--- src/rtl/vram_pkg.sv ---
// Shared VRAM geometry, colour type and fill-engine state encoding.
// The VGA reader and rect_fill both import this package.
package vram_pkg;
    localparam int          H_PIXELS_DEF  = 160;
    localparam int          V_PIXELS_DEF  = 120;
    localparam logic [15:0] BASE_ADDR_DEF = 16'h8000;

    typedef logic [11:0] color_t;

    typedef enum logic [1:0] {
        ST_IDLE  = 2'd0,
        ST_SETUP = 2'd1,
        ST_WRITE = 2'd2,
        ST_DONE  = 2'd3
    } fill_state_t;
endpackage

--- src/rtl/vram_addr_calc.sv ---
// Start address of a rectangle: BASE_ADDR + y*H_PIXELS + x, built as a constant shift-add.
// Used only in SETUP, so it stays out of the per-pixel loop.
module vram_addr_calc
    import vram_pkg::*;
#(
    parameter logic [15:0] BASE_ADDR = BASE_ADDR_DEF,
    parameter int          H_PIXELS  = H_PIXELS_DEF
) (
    input  logic [7:0]  i_x,
    input  logic [6:0]  i_y,
    output logic [15:0] o_addr
);
    localparam logic [15:0] H_W = 16'(H_PIXELS);

    logic [15:0] w_row_off;

    always_comb begin
        w_row_off = '0;
        for (int i = 0; i < 16; i++) begin
            if (H_W[i]) w_row_off = w_row_off + ({9'd0, i_y} << i);
        end
    end

    assign o_addr = BASE_ADDR + w_row_off + {8'd0, i_x};
endmodule

--- src/rtl/rect_fill.sv ---
// Solid rectangle fill into VRAM, clipped to the framebuffer, one word per cycle.
//   state | meaning
//   IDLE  | ready for a command (once out of reset)
//   SETUP | clip extents, compute start address
//   WRITE | emit one pixel write per cycle, row-major
//   DONE  | one-cycle completion pulse
module rect_fill
    import vram_pkg::*;
#(
    parameter logic [15:0] BASE_ADDR = BASE_ADDR_DEF,
    parameter int          H_PIXELS  = H_PIXELS_DEF,
    parameter int          V_PIXELS  = V_PIXELS_DEF
) (
    input  logic        clock,
    input  logic        clear,
    input  logic        cmd_valid,
    output logic        cmd_ready,
    input  logic [7:0]  cmd_x,
    input  logic [6:0]  cmd_y,
    input  logic [7:0]  cmd_w,
    input  logic [6:0]  cmd_h,
    input  color_t      cmd_color,
    output logic [15:0] wr_addr,
    output logic [15:0] wr_data,
    output logic        wr_en,
    output logic        busy,
    output logic        done
);
    localparam logic [8:0]  H_LIM  = 9'(H_PIXELS);
    localparam logic [7:0]  V_LIM  = 8'(V_PIXELS);
    localparam logic [15:0] H_STEP = 16'(H_PIXELS);

    fill_state_t r_state, w_next;
    logic        r_armed;
    logic [7:0]  r_x, r_w;
    logic [6:0]  r_y, r_h;
    color_t      r_color;
    logic [15:0] r_addr, r_row_base;
    logic [8:0]  r_wc, r_col_left;
    logic [7:0]  r_row_left;

    logic [8:0]  w_room_x, w_wc;
    logic [7:0]  w_room_y, w_hc;
    logic [15:0] w_start;
    logic        w_accept, w_last;

    vram_addr_calc #(
        .BASE_ADDR (BASE_ADDR),
        .H_PIXELS  (H_PIXELS)
    ) u_addr_calc (
        .i_x    (r_x),
        .i_y    (r_y),
        .o_addr (w_start)
    );

    assign w_room_x = H_LIM - {1'b0, r_x};
    assign w_room_y = V_LIM - {1'b0, r_y};
    assign w_wc = ({1'b0, r_x} >= H_LIM) ? 9'd0 :
                  (({1'b0, r_w} < w_room_x) ? {1'b0, r_w} : w_room_x);
    assign w_hc = ({1'b0, r_y} >= V_LIM) ? 8'd0 :
                  (({1'b0, r_h} < w_room_y) ? {1'b0, r_h} : w_room_y);

    assign w_accept = cmd_valid && cmd_ready;
    assign w_last   = (r_col_left == 9'd1) && (r_row_left == 8'd1);

    always_ff @(posedge clock or negedge clear) begin
        if (!clear) r_state <= ST_IDLE;
        else        r_state <= w_next;
    end

    // Outputs are decoded from state so reset drops them without waiting for a clock.
    always_comb begin
        w_next    = r_state;
        cmd_ready = 1'b0;
        busy      = 1'b1;
        done      = 1'b0;
        wr_en     = 1'b0;
        wr_addr   = '0;
        wr_data   = '0;
        case (r_state)
            ST_IDLE: begin
                busy      = 1'b0;
                cmd_ready = r_armed;
                if (cmd_valid && r_armed) w_next = ST_SETUP;
            end
            ST_SETUP: begin
                w_next = ((w_wc == 9'd0) || (w_hc == 8'd0)) ? ST_DONE : ST_WRITE;
            end
            ST_WRITE: begin
                wr_en   = 1'b1;
                wr_addr = r_addr;
                wr_data = {4'b0000, r_color};
                if (w_last) w_next = ST_DONE;
            end
            ST_DONE: begin
                done   = 1'b1;
                w_next = ST_IDLE;
            end
            default: begin
                busy   = 1'b0;
                w_next = ST_IDLE;
            end
        endcase
    end

    always_ff @(posedge clock or negedge clear) begin
        if (!clear) begin
            r_armed    <= 1'b0;
            r_x        <= '0;
            r_y        <= '0;
            r_w        <= '0;
            r_h        <= '0;
            r_color    <= '0;
            r_addr     <= '0;
            r_row_base <= '0;
            r_wc       <= '0;
            r_col_left <= '0;
            r_row_left <= '0;
        end else begin
            r_armed <= 1'b1;
            case (r_state)
                ST_IDLE: begin
                    if (w_accept) begin
                        r_x     <= cmd_x;
                        r_y     <= cmd_y;
                        r_w     <= cmd_w;
                        r_h     <= cmd_h;
                        r_color <= cmd_color;
                    end
                end
                ST_SETUP: begin
                    r_addr     <= w_start;
                    r_row_base <= w_start;
                    r_wc       <= w_wc;
                    r_col_left <= w_wc;
                    r_row_left <= w_hc;
                end
                ST_WRITE: begin
                    // End of a row: step the row base by one line instead of multiplying.
                    if (r_col_left == 9'd1) begin
                        r_row_base <= r_row_base + H_STEP;
                        r_addr     <= r_row_base + H_STEP;
                        r_col_left <= r_wc;
                        r_row_left <= r_row_left - 8'd1;
                    end else begin
                        r_addr     <= r_addr + 16'd1;
                        r_col_left <= r_col_left - 9'd1;
                    end
                end
                default: ;
            endcase
        end
    end
endmodule

--- config.mk ---
export PLATFORM = sky130hd
export DESIGN_NAME = rect_fill
export DESIGN_NICKNAME = d
export VERILOG_FILES = /design/src/rtl/vram_pkg.sv /design/src/rtl/vram_addr_calc.sv /design/src/rtl/rect_fill.sv
export SDC_FILE = /design/constraint.sdc
export NUM_CORES = 1
export LEC_CHECK = 0
export CAP_MARGIN = 40
export CORE_MARGIN = 2
export CORE_UTILIZATION = 50
export DETAILED_ROUTE_END_ITERATION = 8
export PLACE_DENSITY = 0.78
export SLEW_MARGIN = 20
export SYNTH_ARGS = -nofsm -noshare
export SYNTH_HDL_FRONTEND = slang
export SYNTH_SLANG_ARGS = --single-unit
export TNS_END_PERCENT = 5
--- constraint.sdc ---
create_clock -name clock -period 4.7 [get_ports clock]
set_clock_uncertainty 0.1 [all_clocks]
set_input_delay 0.94 -clock clock [delete_from_list [all_inputs] [get_ports clock]]
set_output_delay 0.94 -clock clock [all_outputs]
set_load 0.05 [all_outputs]
Word level (Yosys, flattened, before mapping):

Index checks and enable logic that the tools add are counted.

* flip-flop bits (word level): 103
* input bits: 45
* word-level logic and storage cells: 66
* output and inout bits: 36

* $add $sub $neg: 9
* eq/ne operators: 8
* reductions and logical operators: 11
* multiplexer cells: 22
* order comparisons: 4

Operators with widths (count)
* case mux 16 bit (2 select lines): 2
* two-way mux 16 bit: 3
* two-way mux 9 bit: 3
* two-way mux 8 bit: 3
* case mux 9 bit (2 select lines): 1
* adder 16 x 1 -> 16 bit (second input constant): 1
* adder 16 x 15 -> 16 bit (first input constant): 1
* adder 16 x 8 -> 16 bit: 1
* adder 16 x 8 -> 16 bit (second input constant): 1
* case mux 8 bit (2 select lines): 1
* adder 12 x 14 -> 15 bit: 1
* two-way mux 12 bit: 1
* equality test 9 x 1 -> 1 bit (second input constant): 1
* logical NOT 9 bit: 1
* less-than comparator 8 x 9 -> 1 bit: 1
* subtractor 8 x 8 -> 9 bit (first input constant): 1
* subtractor 9 x 1 -> 9 bit (second input constant): 1
* equality test 8 x 1 -> 1 bit (second input constant): 1
* greater-or-equal comparator 8 bit (second input constant): 1
* logical NOT 8 bit: 1
* less-than comparator 7 x 8 -> 1 bit: 1
* case mux 2 bit (4 select lines): 1
* subtractor 7 x 7 -> 8 bit (first input constant): 1
* subtractor 8 x 1 -> 8 bit (second input constant): 1
* other kinds (11): 23

Depth between registers and ports, before layout:

* depth after elaboration: 8
* depth in mapped cells: 14
* mapped depth without buffers: 13

Hierarchy:

A second synthesis with hierarchy kept.

* cell total of the unflattened synthesis: 754
* area, all modules: 6950.4 sq um

Modules (own cells, without submodules)
* rect_fill: area an instance 6510.0 sq um, times used 1, cells an instance 703
* vram_addr_calc: area an instance 440.4 sq um, times used 1, cells an instance 51

Least setup slack after synthesis:

OpenSTA, ideal clock, no wires.

* kind: reg-to-output
* start point: reg r_state[0]
* end point: out wr_addr[10]
* path buffers: 3
* data arrival time: 2.351 ns
* stages on the path, launching flop included: 7
* setup slack: 1.309 ns
* data required time: 3.660 ns
* path through: dfrtp_1 inv_1 ha_1 clkbuf_1 clkbuf_1 clkbuf_1 and2_1

* word-level cells in the longest chain between the ends: 2

RTL lines
* start, declared: line rect_fill.sv:33 `fill_state_t r_state, w_next;`
* start signal, assigned: line rect_fill.sv:68 `else r_state <= w_next;`
* equality test 2 bit: line rect_fill.sv:80 `case (r_state)`
* two-way mux 16 bit: line rect_fill.sv:80
* end, declared: line rect_fill.sv:23 `output logic [15:0] wr_addr,`

No other way between the ends.

Worst setup path in the final report:

* start point: reg r_state[0]
* end point: out wr_addr[2]

The elaborated chain is that of the path after synthesis.

==> metrics.log <==
INFO  metric status = finished clean
INFO  metric critical_path.slowest_cell = sky130_fd_sc_hd__clkdlybuf4s50_1
INFO  metric initial_core_util = 0.506
INFO  metric cts_inserted_buffers = 9
INFO  metric dpl-instance-area = 0.00784 mm²
INFO  metric timing.final.crit_period = 3850 ps
INFO  metric fin_crit_sh = 0.819
INFO  metric critPathArrivalTime = 2810 ps
INFO  metric edff_count_synth = 0
INFO  metric floorplan.die_area = 0.0148 mm²
INFO  metric yosys.area.top_type = sky130_fd_sc_hd__dfrtp_1
INFO  metric slew_viol_final = 0
INFO  metric synth.yosys.seq_area_share = 0.372
INFO  metric drtAntennaViolNets = 0
INFO  metric regArea = 0.00258 mm²
INFO  metric clk-insertion-delay-late = 360 ps
INFO  metric synthCells = 744
INFO  metric cts-resized-gates = 0
INFO  metric antenna_violations_before_repair = 0
INFO  metric antenna_cells = 0
INFO  metric critical_path.max_fanout = 41
INFO  metric cp.required = 3660 ps
INFO  metric drive_above_1_share = 0.105
INFO  metric gpl.final_weighted_congestion = 0.852
INFO  metric detailedRoute.firstIterationViolations = 450
INFO  metric synthesis_warnings = 0
INFO  metric cts_clock_pin_slew_for_the_worst_setup_and_hold_paths = 70 ps
INFO  metric gr-total-overflow = 0
INFO  metric maxCapViolCount = 0
INFO  metric primary_ff_master_synth = sky130_fd_sc_hd__dfrtp_1
INFO  metric routed_wire_length_per_instance = 16.2 µm
INFO  metric area_delta_synth_final = 18.0%
INFO  metric fin_nets = 889
INFO  metric critical_path.n_buffers_inverters = 3
INFO  metric multi_input_area = 0.00402 mm²
INFO  metric critical_path.top_delay_family = buffers and inverters
INFO  metric area_of_the_mapped_netlist = 0.00694 mm²
INFO  metric post_cts_hold_buffer_count = 0
INFO  metric post_synth_main_area_contributors = sky130_fd_sc_hd__dfrtp_1 37%, sky130_fd_sc_hd__ha_1 7.0%, sky130_fd_sc_hd__mux2_2 7.0%
INFO  metric dp.final_hpwl = 11.8 mm
INFO  metric post_cts_buffers = 0
INFO  metric tritoncts_clock_tree = built
INFO  metric syn_area_per_cell = 9.32 µm²
INFO  metric buffer_ports.inserted = 76
INFO  metric fillers = 1,213
INFO  metric core.rowCount = 43
INFO  metric finalSetupViolations = 0
INFO  metric synth.ff_latch_count = 103
INFO  metric endpoint_kind = primary output
INFO  metric ys_types = 70
INFO  metric cp_cell_sequence = inv_1 -> ha_2 -> buf_4 -> and2_1 -> clkdlybuf4s50_1
INFO  metric post-route-drc-count = 0
INFO  metric fmax = 0.260 GHz
INFO  metric dr_total_vias = 5,743
INFO  metric max_stage_delay = 800 ps
INFO  metric drt_first_pass_iters = 5
INFO  metric finalCoreUtilization = 0.596
INFO  metric finish.instance_area = 0.00818 mm²
INFO  metric synthMostInstantiatedCell = sky130_fd_sc_hd__dfrtp_1
INFO  metric root_buffer = sky130_fd_sc_hd__clkbuf_16
INFO  metric grt_first_pass_wirelength = 27.4 mm
INFO  metric grt_use_total = 0.235
INFO  metric placeable_core_region = 0.0137 mm²
INFO  metric setup_total_negative_slack = 0 ps
INFO  metric grt_start_max_net_pins = 45
INFO  metric top_level_ports = 81
INFO  metric htreeDepth = 3
INFO  metric hold_path.class = reg -> reg
INFO  metric timing.slew.headroom = 0.451
INFO  metric detail_route.wirelength = 16.0 mm
INFO  metric yosys-top-cells-count = 103 x sky130_fd_sc_hd__dfrtp_1, 64 x sky130_fd_sc_hd__nand2_1, 43 x sky130_fd_sc_hd__mux2_2
INFO  metric clock-sinks = 103
INFO  metric cts_max_path_buffers = 2
INFO  metric die-width = 122 µm
INFO  metric timing.setup.critical_path_class = reg -> out
INFO  metric rsz0062_at_grt = false
INFO  metric die-height = 122 µm
INFO  metric report.final.hold_viol_count = 0
INFO  metric vias_per_cell = 5.81
INFO  metric worst_slew_pin_slew = 816 ps
INFO  metric worst_setup_path_start_kind = flip-flop
INFO  metric postSynth.asyncResetShare = 1.00
INFO  metric grt_pass1_vias = 5,531
INFO  metric synth_top_area_share = 0.372
[final timing paths]
check	start	endpoint	slack [ps]	depth (start not counted)
hold reg to reg	r_wc[3]	r_wc[3]	390	2
setup / recovery	r_state[0]	wr_addr[2]	850	5
min in group asynchronous	clear	r_row_base[12]	410	1
setup reg to reg	r_x[0]	r_col_left[4]	1210	12
hold / removal	r_wc[3]	r_wc[3]	390	2
max in group asynchronous	clear	r_x[0]	3190	2
[state kept, by name (all words and copies together), names as in the netlist]
signal,cells
r_y,7
r_addr,16
r_x,8
r_color,12
r_h,7
r_row_left,8
r_wc,9
r_state,2
r_col_left,9
r_row_base,16
r_w,8
r_armed,1
[area by class of cell]
type	instances	share of cell area
multi-input cells	562	0.491
flip-flops and latches	103	0.315
repair buffers	89	0.107
clock buffers	13	0.0306
well taps	180	0.0275
inverters	38	0.0174
clock inverters	3	0.0110
[stage by stage]
stage | hold WS (ps) | std cells | setup WS, ps
finish | 389 | 988 | 850
global route | 420 | 988 | 693
CTS | 390 | 988 | 840
detailed placement | 374 | 972 | 1230
global placement | 371 | 970 | 1290
floorplan | 354 | 747 | 1310
[routing by layer]
| layer | up-vias | part of all wire | GRT usage | wire, µm |
|---|---|---|---|---|
| met5 | - | 0 | 0 | 0 |
| met4 | 0 | 0.016 | 0.0682 | 254 |
| met3 | 21 | 0.069 | 0.0590 | 1110 |
| met2 | 178 | 0.45 | 0.359 | 7200 |
| met1 | 2738 | 0.47 | 0.331 | 7460 |
| li1 | 2806 | - | - | - |
[worst reg2reg max path: stages, from the launching register on]
cell and delay, ps:
sky130_fd_sc_hd__dfrtp_1 500, sky130_fd_sc_hd__inv_1 120, sky130_fd_sc_hd__ha_1 270, sky130_fd_sc_hd__nor4b_4 290, sky130_fd_sc_hd__nor2b_1 130, sky130_fd_sc_hd__xnor2_1 230
sky130_fd_sc_hd__ha_1 280, sky130_fd_sc_hd__a21o_1 160, sky130_fd_sc_hd__a221oi_1 340, sky130_fd_sc_hd__o21a_1 300, sky130_fd_sc_hd__nor3_1 80, sky130_fd_sc_hd__o21ai_0 360
sky130_fd_sc_hd__o221ai_1 200
[logic make-up (layout without fill, tap and decap cells)]
kind of cell    count (synthesis)  count (layout)  share of synthesized area
fa+ha+maj                      41              41                     0.0761
mux                            55              55                     0.0871
xor+xnor                       41              41                     0.0518
compound gates                189             189                      0.184
buf+inv                        82             143                     0.0509
flops                         103             103                      0.372
simple gates                  231             231                      0.177
other cells                     2               5                    0.00108
[layout by cell type (no fill, tap or decap), types with 13 or more instances in the layout]
| master | Yosys | layout |
|---|---|---|
| sky130_fd_sc_hd__clkdlybuf4s50_1 | 0 | 75 |
| sky130_fd_sc_hd__xnor2_1 | 22 | 22 |
| sky130_fd_sc_hd__a21oi_1 | 26 | 26 |
| sky130_fd_sc_hd__nor2_1 | 38 | 38 |
| sky130_fd_sc_hd__and2_1 | 29 | 29 |
| sky130_fd_sc_hd__nor3_1 | 17 | 17 |
| sky130_fd_sc_hd__mux2_2 | 43 | 43 |
| sky130_fd_sc_hd__o211ai_1 | 16 | 16 |
| sky130_fd_sc_hd__ha_1 | 39 | 38 |
| sky130_fd_sc_hd__nand2_1 | 64 | 63 |
| sky130_fd_sc_hd__inv_1 | 38 | 38 |
| sky130_fd_sc_hd__dfrtp_1 | 103 | 103 |
| sky130_fd_sc_hd__xor2_1 | 19 | 19 |
| sky130_fd_sc_hd__o21ai_0 | 42 | 42 |
| sky130_fd_sc_hd__nand3_1 | 22 | 22 |
| sky130_fd_sc_hd__buf_4 | 6 | 13 |
| sky130_fd_sc_hd__a31oi_1 | 17 | 17 |
Power is not shown: default switching activity piles up to over one toggle a cycle in this logic, so the estimate is an artifact.
